### config.mk
export PLATFORM = sky130hd
export DESIGN_NAME = clock_timekeeper
export DESIGN_NICKNAME = d
export VERILOG_FILES = /design/src/rtl/clock_timekeeper_pkg.sv /design/src/rtl/clock_timekeeper_mod_counter.sv /design/src/rtl/clock_timekeeper.sv
export SDC_FILE = /design/constraint.sdc
export NUM_CORES = 1
export LEC_CHECK = 0
export ABC_AREA = 1
export BUFFER_PORTS_ARGS = -buffer_cell sky130_fd_sc_hd__buf_2
export CAP_MARGIN = 5
export CORE_ASPECT_RATIO = 0.8
export CORE_MARGIN = 1
export CORE_UTILIZATION = 62
export DETAILED_ROUTE_END_ITERATION = 10
export PLACE_DENSITY = 0.85
export SKIP_CTS_REPAIR_TIMING = 1
export SYNTH_ARGS = -nofsm -noshare
export SYNTH_HDL_FRONTEND = slang
export SYNTH_SLANG_ARGS = --single-unit
export TNS_END_PERCENT = 30
### constraint.sdc
create_clock -name CLK -period 3.65 [get_ports CLK]
set_input_delay 0.365 -clock CLK [delete_from_list [all_inputs] [get_ports CLK]]
set_output_delay 0.365 -clock CLK [all_outputs]
set_load 0.05 [all_outputs]
### src/rtl/clock_timekeeper_pkg.sv
// Shared limits and field widths for the hours/minutes/seconds timekeeper.
// Field widths hold the largest in-range value of each time field.
package clock_timekeeper_pkg;

  localparam int SEC_MAX  = 59;
  localparam int MIN_MAX  = 59;
  localparam int HOUR_MAX = 23;

  typedef logic [5:0] sec_t;
  typedef logic [5:0] min_t;
  typedef logic [4:0] hour_t;

endpackage

### src/rtl/clock_timekeeper_mod_counter.sv
// Modulo-(MAX+1) counter with synchronous load; carry is combinational and flags a wrap on this edge.
// Latency: count updates one edge after inc/load; load wins over inc; no backpressure.
module mod_counter #(
  parameter int W   = 6,
  parameter int MAX = 59
) (
  input  logic         clk,
  input  logic         rst_n,
  input  logic         inc,
  input  logic         load,
  input  logic [W-1:0] load_val,
  output logic [W-1:0] count,
  output logic         carry
);

  assign carry = inc && (count == W'(MAX));

  always_ff @(posedge clk) begin
    if (!rst_n) begin
      count <= '0;
    end else if (load) begin
      count <= load_val;
    end else if (inc) begin
      count <= carry ? '0 : count + 1'b1;
    end
  end

endmodule

### src/rtl/clock_timekeeper.sv
// 24-hour timekeeper: prescaler yields a seconds tick feeding cascaded 60/60/24 counters, with validated preset.
// Latency: all outputs registered, one edge after the cause; free-running, no backpressure.
module clock_timekeeper
  import clock_timekeeper_pkg::*;
#(
  parameter int TICKS_PER_SEC = 50_000_000
) (
  input  logic       CLK,
  input  logic       RST_N,
  input  logic       EN,
  input  logic       LOAD,
  input  logic [4:0] LD_HOUR,
  input  logic [5:0] LD_MIN,
  input  logic [5:0] LD_SEC,
  output logic [4:0] HOUR,
  output logic [5:0] MIN,
  output logic [5:0] SEC,
  output logic       TICK,
  output logic       DAY_WRAP,
  output logic       LOAD_ERR
);

  localparam int PRESC_W = $clog2(TICKS_PER_SEC);

  logic [PRESC_W-1:0] presc;
  logic               tick_int;
  logic               ld_ok;
  logic               do_load;
  logic               sec_carry;
  logic               min_carry;
  logic               hour_carry;

  assign tick_int = EN && (presc == PRESC_W'(TICKS_PER_SEC - 1));
  assign ld_ok    = (LD_HOUR <= hour_t'(HOUR_MAX)) &&
                    (LD_MIN  <= min_t'(MIN_MAX))   &&
                    (LD_SEC  <= sec_t'(SEC_MAX));
  // A rejected load leaves counting untouched, including a coincident tick.
  assign do_load  = LOAD && ld_ok;

  always_ff @(posedge CLK) begin
    if (!RST_N) begin
      presc    <= '0;
      TICK     <= 1'b0;
      DAY_WRAP <= 1'b0;
      LOAD_ERR <= 1'b0;
    end else begin
      if (do_load) begin
        presc <= '0;
      end else if (EN) begin
        presc <= tick_int ? '0 : presc + 1'b1;
      end
      TICK     <= tick_int && !do_load;
      DAY_WRAP <= hour_carry && !do_load;
      LOAD_ERR <= LOAD && !ld_ok;
    end
  end

  mod_counter #(.W($bits(sec_t)), .MAX(SEC_MAX)) u_sec (
    .clk      (CLK),
    .rst_n    (RST_N),
    .inc      (tick_int),
    .load     (do_load),
    .load_val (LD_SEC),
    .count    (SEC),
    .carry    (sec_carry)
  );

  mod_counter #(.W($bits(min_t)), .MAX(MIN_MAX)) u_min (
    .clk      (CLK),
    .rst_n    (RST_N),
    .inc      (sec_carry),
    .load     (do_load),
    .load_val (LD_MIN),
    .count    (MIN),
    .carry    (min_carry)
  );

  mod_counter #(.W($bits(hour_t)), .MAX(HOUR_MAX)) u_hour (
    .clk      (CLK),
    .rst_n    (RST_N),
    .inc      (min_carry),
    .load     (do_load),
    .load_val (LD_HOUR),
    .count    (HOUR),
    .carry    (hour_carry)
  );

endmodule

==> impl_metrics.yaml, run 1 <==
timing:
  tns_ps: 0
  fin_crit_ps: 2110
  clock_skew_ps: 6.78
  finalCritPeriodShare_pct: 57.8
  max_freq_ghz: 0.474
  slew_headroom_pct: 51.1
  worstMarginPinSlew_ps: 732
  slew_viol_final: 0
  hold_violations: 0
  rsz0062_at_grt: "no"
  setup_viol: 0
logic_synthesis:
  synth_nets: 450
  seq_area_frac_synth_pct: 32.5
  yosysTopAreaCell: "dfxtp_1"
  yosysTopAreaCellShare_pct: 32.5
  postSynthAreaPerCell_um2: 6.68
  synth-seq-cells: 46
  synth_most_common_cell: "nand2_1"
  synth_ff_type: "dfxtp_1"
  synth_cell_types: 37
  synthTopCellsByCount: "nand2_1, nor2_1, inv_1, dfxtp_1, nand3_1"
  synth_edf_count: 0
  async_reset_ff_share_pct: 0
  yosys_warnings: 0
  synth_cells: 425
  yosys-top-cells-area: "dfxtp_1, nand2_1, nor2_1"
  synth_area_um2: 2840
power:
  p_per_area_nw_per_um2: 317
  p_leak_uw: 0.00132
  ir_drop_mv: 0.270
layout:
  finalNetCount: 489
  num-fill-cells: 383
  regArea_um2: 921
  antenna_cells: 0
  multiInputGateArea_um2: 1640
  drive_above_1_share_pct: 18.5
  syn_to_final_growth_pct: 10.8
  fin_cells: 522
die:
  die_height_um: 62.5
  io_pins: 41
  core_area_um2: 4280
  core.rowCount: 21
  start_util_pct: 66.3
  die_w_um: 77.6
  die_area_um2: 4850
routing:
  drt-total-wl_um: 6940
  firstDrtPassIters: 5
  drtAntennaViolNets: 0
  drc: 0
  viasPerCell: 5.58
  wl_per_cell_um: 13.3
  drt_first_iter_violations: 292
  vias: 2911
critical_path:
  end_kind: "flop"
  critical_path.max_stage_delay_ps: 630
  crit_chain: "buf_2, nand2_1, nor2_1, nor2_1, nand3_2, inv_1, nand2_1, o21ai_0, nand2_1, a21oi_1"
  criticalPathCategory: "in2reg"
  critical_path_required_ps: 3880
  startpoint_type: "input port"
  crit_fanout: 39
  crit_slowest_cell: "inv_1"
  critical_path_arrival_ps: 2340
  crit_path_frequent_cell: "nand2_1"
clock_tree:
  clk_pin_slew_ps: 90
  cts-root-buf: "clkbuf_8"
  cts_buffers: 5
  clock_latency_ps: 300
  clock_sinks: 46
  htree_levels: 2
  cts_tree: "done"
  clockBufferDepth: 2
global_route:
  grt_first_pass_wirelength_um: 11600
  track_usage_pct: 29.8
  grt_max_degree: 40
  grt_pass1_vias: 2563
  grt_overflow: 0
  antenna_found_initial: 0
placement:
  portBuffers: 40
  gp_congestion: 0.953
  placed_cells_incl_taps: 514
  hpwl_um: 5270
status:
  status: "finished clean"
hold_path:
  hold_path.class: "in2reg"
flow_run:
  maxCapViolations: 0
[cell families (layout without fill, tap and decap cells)]
family,Yosys count,in the layout,share of synthesized area [%]
buf+inv,67,107,9.92
flops,46,46,32.5
fa+ha+maj,4,4,1.76
compound gates,35,35,7.05
xor+xnor,14,14,4.32
simple gates,259,259,44.5
[critical path: cells and delay by family]
kind | cells | cell delay (ps)
AND/OR/NAND/NOR | 6 | 1000
buffers and inverters | 2 | 740
AO/OA/AOI/OAI | 2 | 210
[stage by stage]
stage	total power, µW	util, %	hold slack [ps]	setup WS, ps	instance area (µm²)
floorplan	643	-	452	1840	2840
global placement	674	71.3	473	1370	3050
detailed placement	677	71.3	487	1250	3050
CTS	993	73.4	310	1550	3140
finish	997	73.4	312	1540	3140
global route	1050	73.4	308	1280	3140
[final timing paths]
check             startpoint         endpoint  depth (start not counted)  slack (ps)
hold / removal          LOAD         LOAD_ERR                          3         310
setup / recovery   LD_MIN[4]  u_hour.count[2]                         10        1540
setup reg to reg    presc[0]        presc[15]                         10        1650
hold reg to reg    presc[23]        presc[23]                          2         500
[cell usage in the layout (no fill, tap or decap)]
| cell type | n |
|---|---|
| nand4_2 | 2 |
| a211oi_1 | 3 |
| and3_1 | 1 |
| nor3b_1 | 1 |
| a21oi_1 | 17 |
| nand2_4 | 1 |
| clkbuf_1 | 1 |
| nand3b_1 | 2 |
| o21a_1 | 1 |
| nand2_1 | 88 |
| clkbuf_8 | 6 |
| a31oi_1 | 6 |
| nor4_1 | 2 |
| xor2_1 | 11 |
| ha_1 | 4 |
| nor2_2 | 10 |
| buf_2 | 40 |
| clkinv_2 | 2 |
| inv_1 | 54 |
| nand4_1 | 13 |
| inv_2 | 2 |
| nor3_4 | 2 |
| clkinv_1 | 1 |
| nand3_2 | 7 |
| o21ai_0 | 6 |
| nor3_1 | 12 |
| xnor2_1 | 3 |
| nor2_4 | 3 |
| nand2_2 | 6 |
| a211oi_2 | 1 |
| nor2_1 | 67 |
| inv_4 | 1 |
| dfxtp_1 | 46 |
| o21ai_1 | 1 |
| nand3_1 | 39 |
| nor3_2 | 3 |
[sequential cells by signal (all words and copies together) (netlist names)]
signal,flops
DAY_WRAP,1
u_hour.count,5
u_sec.count,6
u_min.count,6
LOAD_ERR,1
presc,26
TICK,1
[power by group]
part / internal, µW / switching (µW)
clock: 153 / 176
sequential: 514 / 15.3
combinational: 39.0 / 99.0
[area by class of cell]
cell class | instances | share of cell area [%]
clock buffer | 7 | 2.75
clock inverter | 1 | 0.159
inverter | 59 | 7.16
multi-input combinational | 312 | 52.0
sequential | 46 | 29.3
tap | 57 | 2.27
timing repair buffer | 40 | 6.37
[metal layers]
| metal | routed length (µm) | GRT usage (%) |
|---|---|---|
| met5 | 0 | 0 |
| met2 | 2950 | 43.9 |
| met3 | 527 | 6.28 |
| met4 | 32 | 7.08 |
| met1 | 3440 | 44.1 |
Power figures use the tool's default switching activity.
==> run 2: changes to the inputs <==
Settings changed: CORE_UTILIZATION 62 to 57, PLACE_DENSITY 0.85 to 0.79.
Clock period 3.65 ns to 2.1 ns, I/O delays scaled along.
==> run 2 against run 1 <==
Clock skew rose by 3.5 ps; critical path type is now reg2reg; die area grew 8.5%; largest cell class unchanged; utilization shrank 4.2 points.
==> impl_metrics.yaml, run 2 (synthesis gave the netlist of run 1 again) <==
status:
  status: "finished clean"
critical_path:
  crit_path_start: "presc[0]"
  critical_path_required_ps: 2290
  startpoint_type: "flop"
  criticalPathCategory: "reg2reg"
  timing.rr.start: "presc[0]"
  crit_fanout: 11
  end_kind: "flop"
  critical_path_arrival_ps: 2030
timing:
  fin_crit_ps: 1840
  finalCritPeriodShare_pct: 87.7
  rsz0062_at_grt: "no"
  setup_viol: 0
  max_freq_ghz: 0.543
  clock_skew_ps: 10.3
  hold_slack_ps: 130
  tns_ps: 0
  hold_violations: 0
  worstMarginPinSlew_ps: 552
  slew_viol_final: 0
  slew_headroom_pct: 63.1
routing:
  vias: 2867
  drt-total-wl_um: 6860
  firstDrtPassIters: 5
  drc: 0
  drtAntennaViolNets: 0
  viasPerCell: 5.43
  drt_first_iter_violations: 247
  wl_per_cell_um: 13.0
power:
  pwr-share-comb_pct: 12.7
  clockPowerShare_pct: 40.4
  ir_drop_mv: 0.467
  switching_share_pct: 26.1
  power_switching_uw: 511
  p_leak_uw: 0.00136
  p_per_area_nw_per_um2: 605
  seq_power_share_pct: 47.0
  p_int_uw: 1450
layout:
  final_cell_mix: "nand2_1, nor2_1, inv_1, dfxtp_1, buf_2"
  reg.largest.list: "presc: 26 flops, u_min.count: 6 flops, u_sec.count: 6 flops"
  drive_above_1_share_pct: 19.2
  top_register: "presc"
  final_common_cell: "nand2_1"
  syn_to_final_growth_pct: 14.1
  antenna_cells: 0
  finalNetCount: 492
  largest_register_ffs: 26
clock_tree:
  clock_latency_ps: 310
  htree_levels: 2
  clock_sinks: 46
  cts_tree: "done"
  clockBufferDepth: 2
  cts-root-buf: "clkbuf_8"
  cts_buffers: 5
  clk_pin_slew_ps: 90
hold_path:
  min-delay-start: "LOAD"
  hold_path.class: "in2reg"
die:
  core.rowCount: 22
  die_area_um2: 5270
  die_w_um: 80.9
  die_height_um: 65.1
  start_util_pct: 60.6
  core_area_um2: 4680
  io_pins: 41
global_route:
  antenna_found_initial: 0
  grt_first_pass_wirelength_um: 11400
  grt_max_degree: 25
  grt_overflow: 0
  track_usage_pct: 27.6
  grt_pass1_vias: 2555
placement:
  gp_congestion: 0.925
  hpwl_um: 5160
  portBuffers: 40
flow_run:
  maxCapViolations: 0
## run 2: final cells by class
cell class	count	area (µm²)
clock buffers	5	68.8
clock inverters	3	68.8
fillers	410	1440
inverters	59	225
multi-input cells	312	1640
flip-flops and latches	46	921
well taps	60	75.1
repair buffers	43	235
## run 2: metrics by stage
step / total power [µW] / utilization, % / cell area [µm²] / setup WS (ps) / std cells
CTS: 1960 / 69.0 / 3230 / 206 / 528
floorplan: 1120 / - / 2840 / 286 / 425
detailed placement: 1180 / 66.1 / 3090 / 237 / 520
global route: 2030 / 69.2 / 3240 / 48.3 / 528
finish: 1960 / 69.2 / 3240 / 258 / 528
global placement: 1180 / 66.1 / 3090 / 316 / 520
## run 2: worst max-delay path: stages, from the launching register on
cell and delay, ps:
dfxtp_1 400, ha_1 210, nand3_2 110, inv_1 150
nand2_1 90, nor2_2 140, nand2_2 160, nand3_4 190
inv_2 120, o21ai_0 100, a21oi_1 60
## run 2: worst paths after layout
path,cells past startpoint,to,slack [ps]
setup / recovery,10,presc[15],260
hold / removal,3,LOAD_ERR,130
setup reg to reg,10,presc[15],260
hold reg to reg,2,presc[23],510
## run 2: power by group through the flow
stage          logic [µW]  clock network [µW]  registers [µW]
2_1_floorplan         115                   0            1000
3_3_place_gp          243                   0             938
6_report              248                 791             920
4_1_cts               246                 794             919
3_5_place_dp          245                   0             939
5_1_grt               273                 836             923
## run 2: metal layers
metal,vias up,wire [µm],global-route usage [%]
met5,-,0,0
met4,0,75,6.92
met3,13,544,6.67
met2,114,2890,42.8
met1,1279,3350,38.3
li1,1461,-,-
==> run 3: changes to the inputs <==
Settings changed: CORE_MARGIN 1 to 2.
==> run 3 against run 2 <==
Clock-buffer cell count grew 2; routed wire length up 0.96%; sequential share of layout area rose by 0.60 points; sequential power about the same; total power fell by 7.1%; hold slack better by 5.9 ps; largest cell class unchanged; highest routed layer unchanged.
==> impl_metrics.yaml, run 3 (synthesis gave the netlist of run 1 again) <==
timing:
  worstMarginPinSlew_ps: 537
  slew_headroom_pct: 64.2
  hold_violations: 0
  rsz0062_at_grt: "no"
  setup_viol: 0
  slew_viol_final: 0
  fin_crit_ps: 1940
  finalCritPeriodShare_pct: 92.4
  tns_ps: 0
  fin_ws_ps: 160
  clock_skew_ps: 6.30
  max_freq_ghz: 0.516
routing:
  vias: 2896
  firstDrtPassIters: 5
  viasPerCell: 5.51
  drtAntennaViolNets: 0
  drt-total-wl_um: 6930
  drc: 0
  drt_first_iter_violations: 244
  wl_per_cell_um: 13.2
die:
  core.rowCount: 22
  die_w_um: 82.9
  core_area_um2: 4680
  die_height_um: 67.1
  io_pins: 41
  die_area_um2: 5560
  start_util_pct: 60.6
layout:
  fin_cells: 526
  top_register: "presc"
  final_cell_mix: "nand2_1, nor2_1, inv_1, dfxtp_1, buf_2"
  antenna_cells: 0
  reg.largest.list: "presc: 26 flops, u_min.count: 6 flops, u_sec.count: 6 flops"
  syn_to_final_growth_pct: 11.7
  finalNetCount: 490
  drive_above_1_share_pct: 18.5
  utilization_pct: 67.8
  largest_register_ffs: 26
  num-fill-cells: 427
  final_common_cell: "nand2_1"
clock_tree:
  clock_latency_ps: 300
  cts_tree: "done"
  htree_levels: 2
  clockBufferDepth: 2
  cts_buffers: 5
  cts-root-buf: "clkbuf_8"
  clk_pin_slew_ps: 80
  clock_sinks: 46
critical_path:
  startpoint_type: "flop"
  crit_fanout: 11
  critical_path_arrival_ps: 2130
  critical_path_required_ps: 2290
  criticalPathCategory: "reg2reg"
  end_kind: "flop"
placement:
  gp_congestion: 0.909
  placed_cells_incl_taps: 518
  post-place-ws_ps: 236
  hpwl_um: 5220
  portBuffers: 40
status:
  status: "finished clean"
hold_path:
  hold_path.class: "in2reg"
global_route:
  antenna_found_initial: 0
  track_usage_pct: 24.8
  grt_pass1_vias: 2393
  grt_first_pass_wirelength_um: 11100
  grt_overflow: 0
  grt_max_degree: 38
power:
  ir_drop_mv: 0.406
  p_per_area_nw_per_um2: 574
  fin_total_pwr_uw: 1820
  p_leak_uw: 0.00133
flow_run:
  maxCapViolations: 0
## run 3: cell type report
type / count / area [µm²] / share of cell area [%]
Tap cell: 60 / 75.1 / 2.37
Timing Repair Buffer: 41 / 208 / 6.55
Clock buffer: 7 / 76.3 / 2.41
Clock inverter: 1 / 30.0 / 0.947
Multi-Input combinational cell: 312 / 1640 / 51.6
Inverter: 59 / 225 / 7.10
Sequential cell: 46 / 921 / 29.0
## run 3: metal layers
layer,vias up,routed length [µm],global-route usage [%],share of wire [%]
li1,1450,-,-,-
met1,1312,3330,35.3,48
met2,126,3000,38.8,43
met3,8,537,4.34,7.8
met4,0,62,7.17,0.89
met5,-,0,0,0
## run 3: worst max-delay path, stage by stage (launching register included)
cell	delay (ps)
dfxtp_1	390
ha_1	210
nand3_2	110
inv_1	140
nand2_1	90
nor2_2	150
nand2_2	140
nand3_2	260
inv_2	150
nand3_1	110
o21ai_1	70
## run 3: final timing paths
kind	endpoint	slack, ps	start	cells after the start
setup reg to reg	presc[1]	160	presc[0]	10
setup / recovery	presc[1]	160	presc[0]	10
hold reg to reg	presc[23]	490	presc[23]	2
hold / removal	LOAD_ERR	140	LOAD	3
## run 3: power by group
part | leakage [µW] | internal (µW) | switching, µW | total (µW)
clock | 0.0000524 | 357 | 303 | 659
combinational | 0.000900 | 68.9 | 172 | 241
sequential | 0.000373 | 893 | 26.1 | 919
total | 0.00133 | 1320 | 501 | 1820
## run 3: metrics by stage
| stage | cell area [µm²] | hold slack, ps |
|---|---|---|
| final | 3170 | 136 |
| after global routing | 3170 | 153 |
| after CTS | 3170 | 136 |
| after detailed placement | 3060 | 457 |
| after global placement | 3060 | 448 |
| after floorplan | 2840 | 308 |
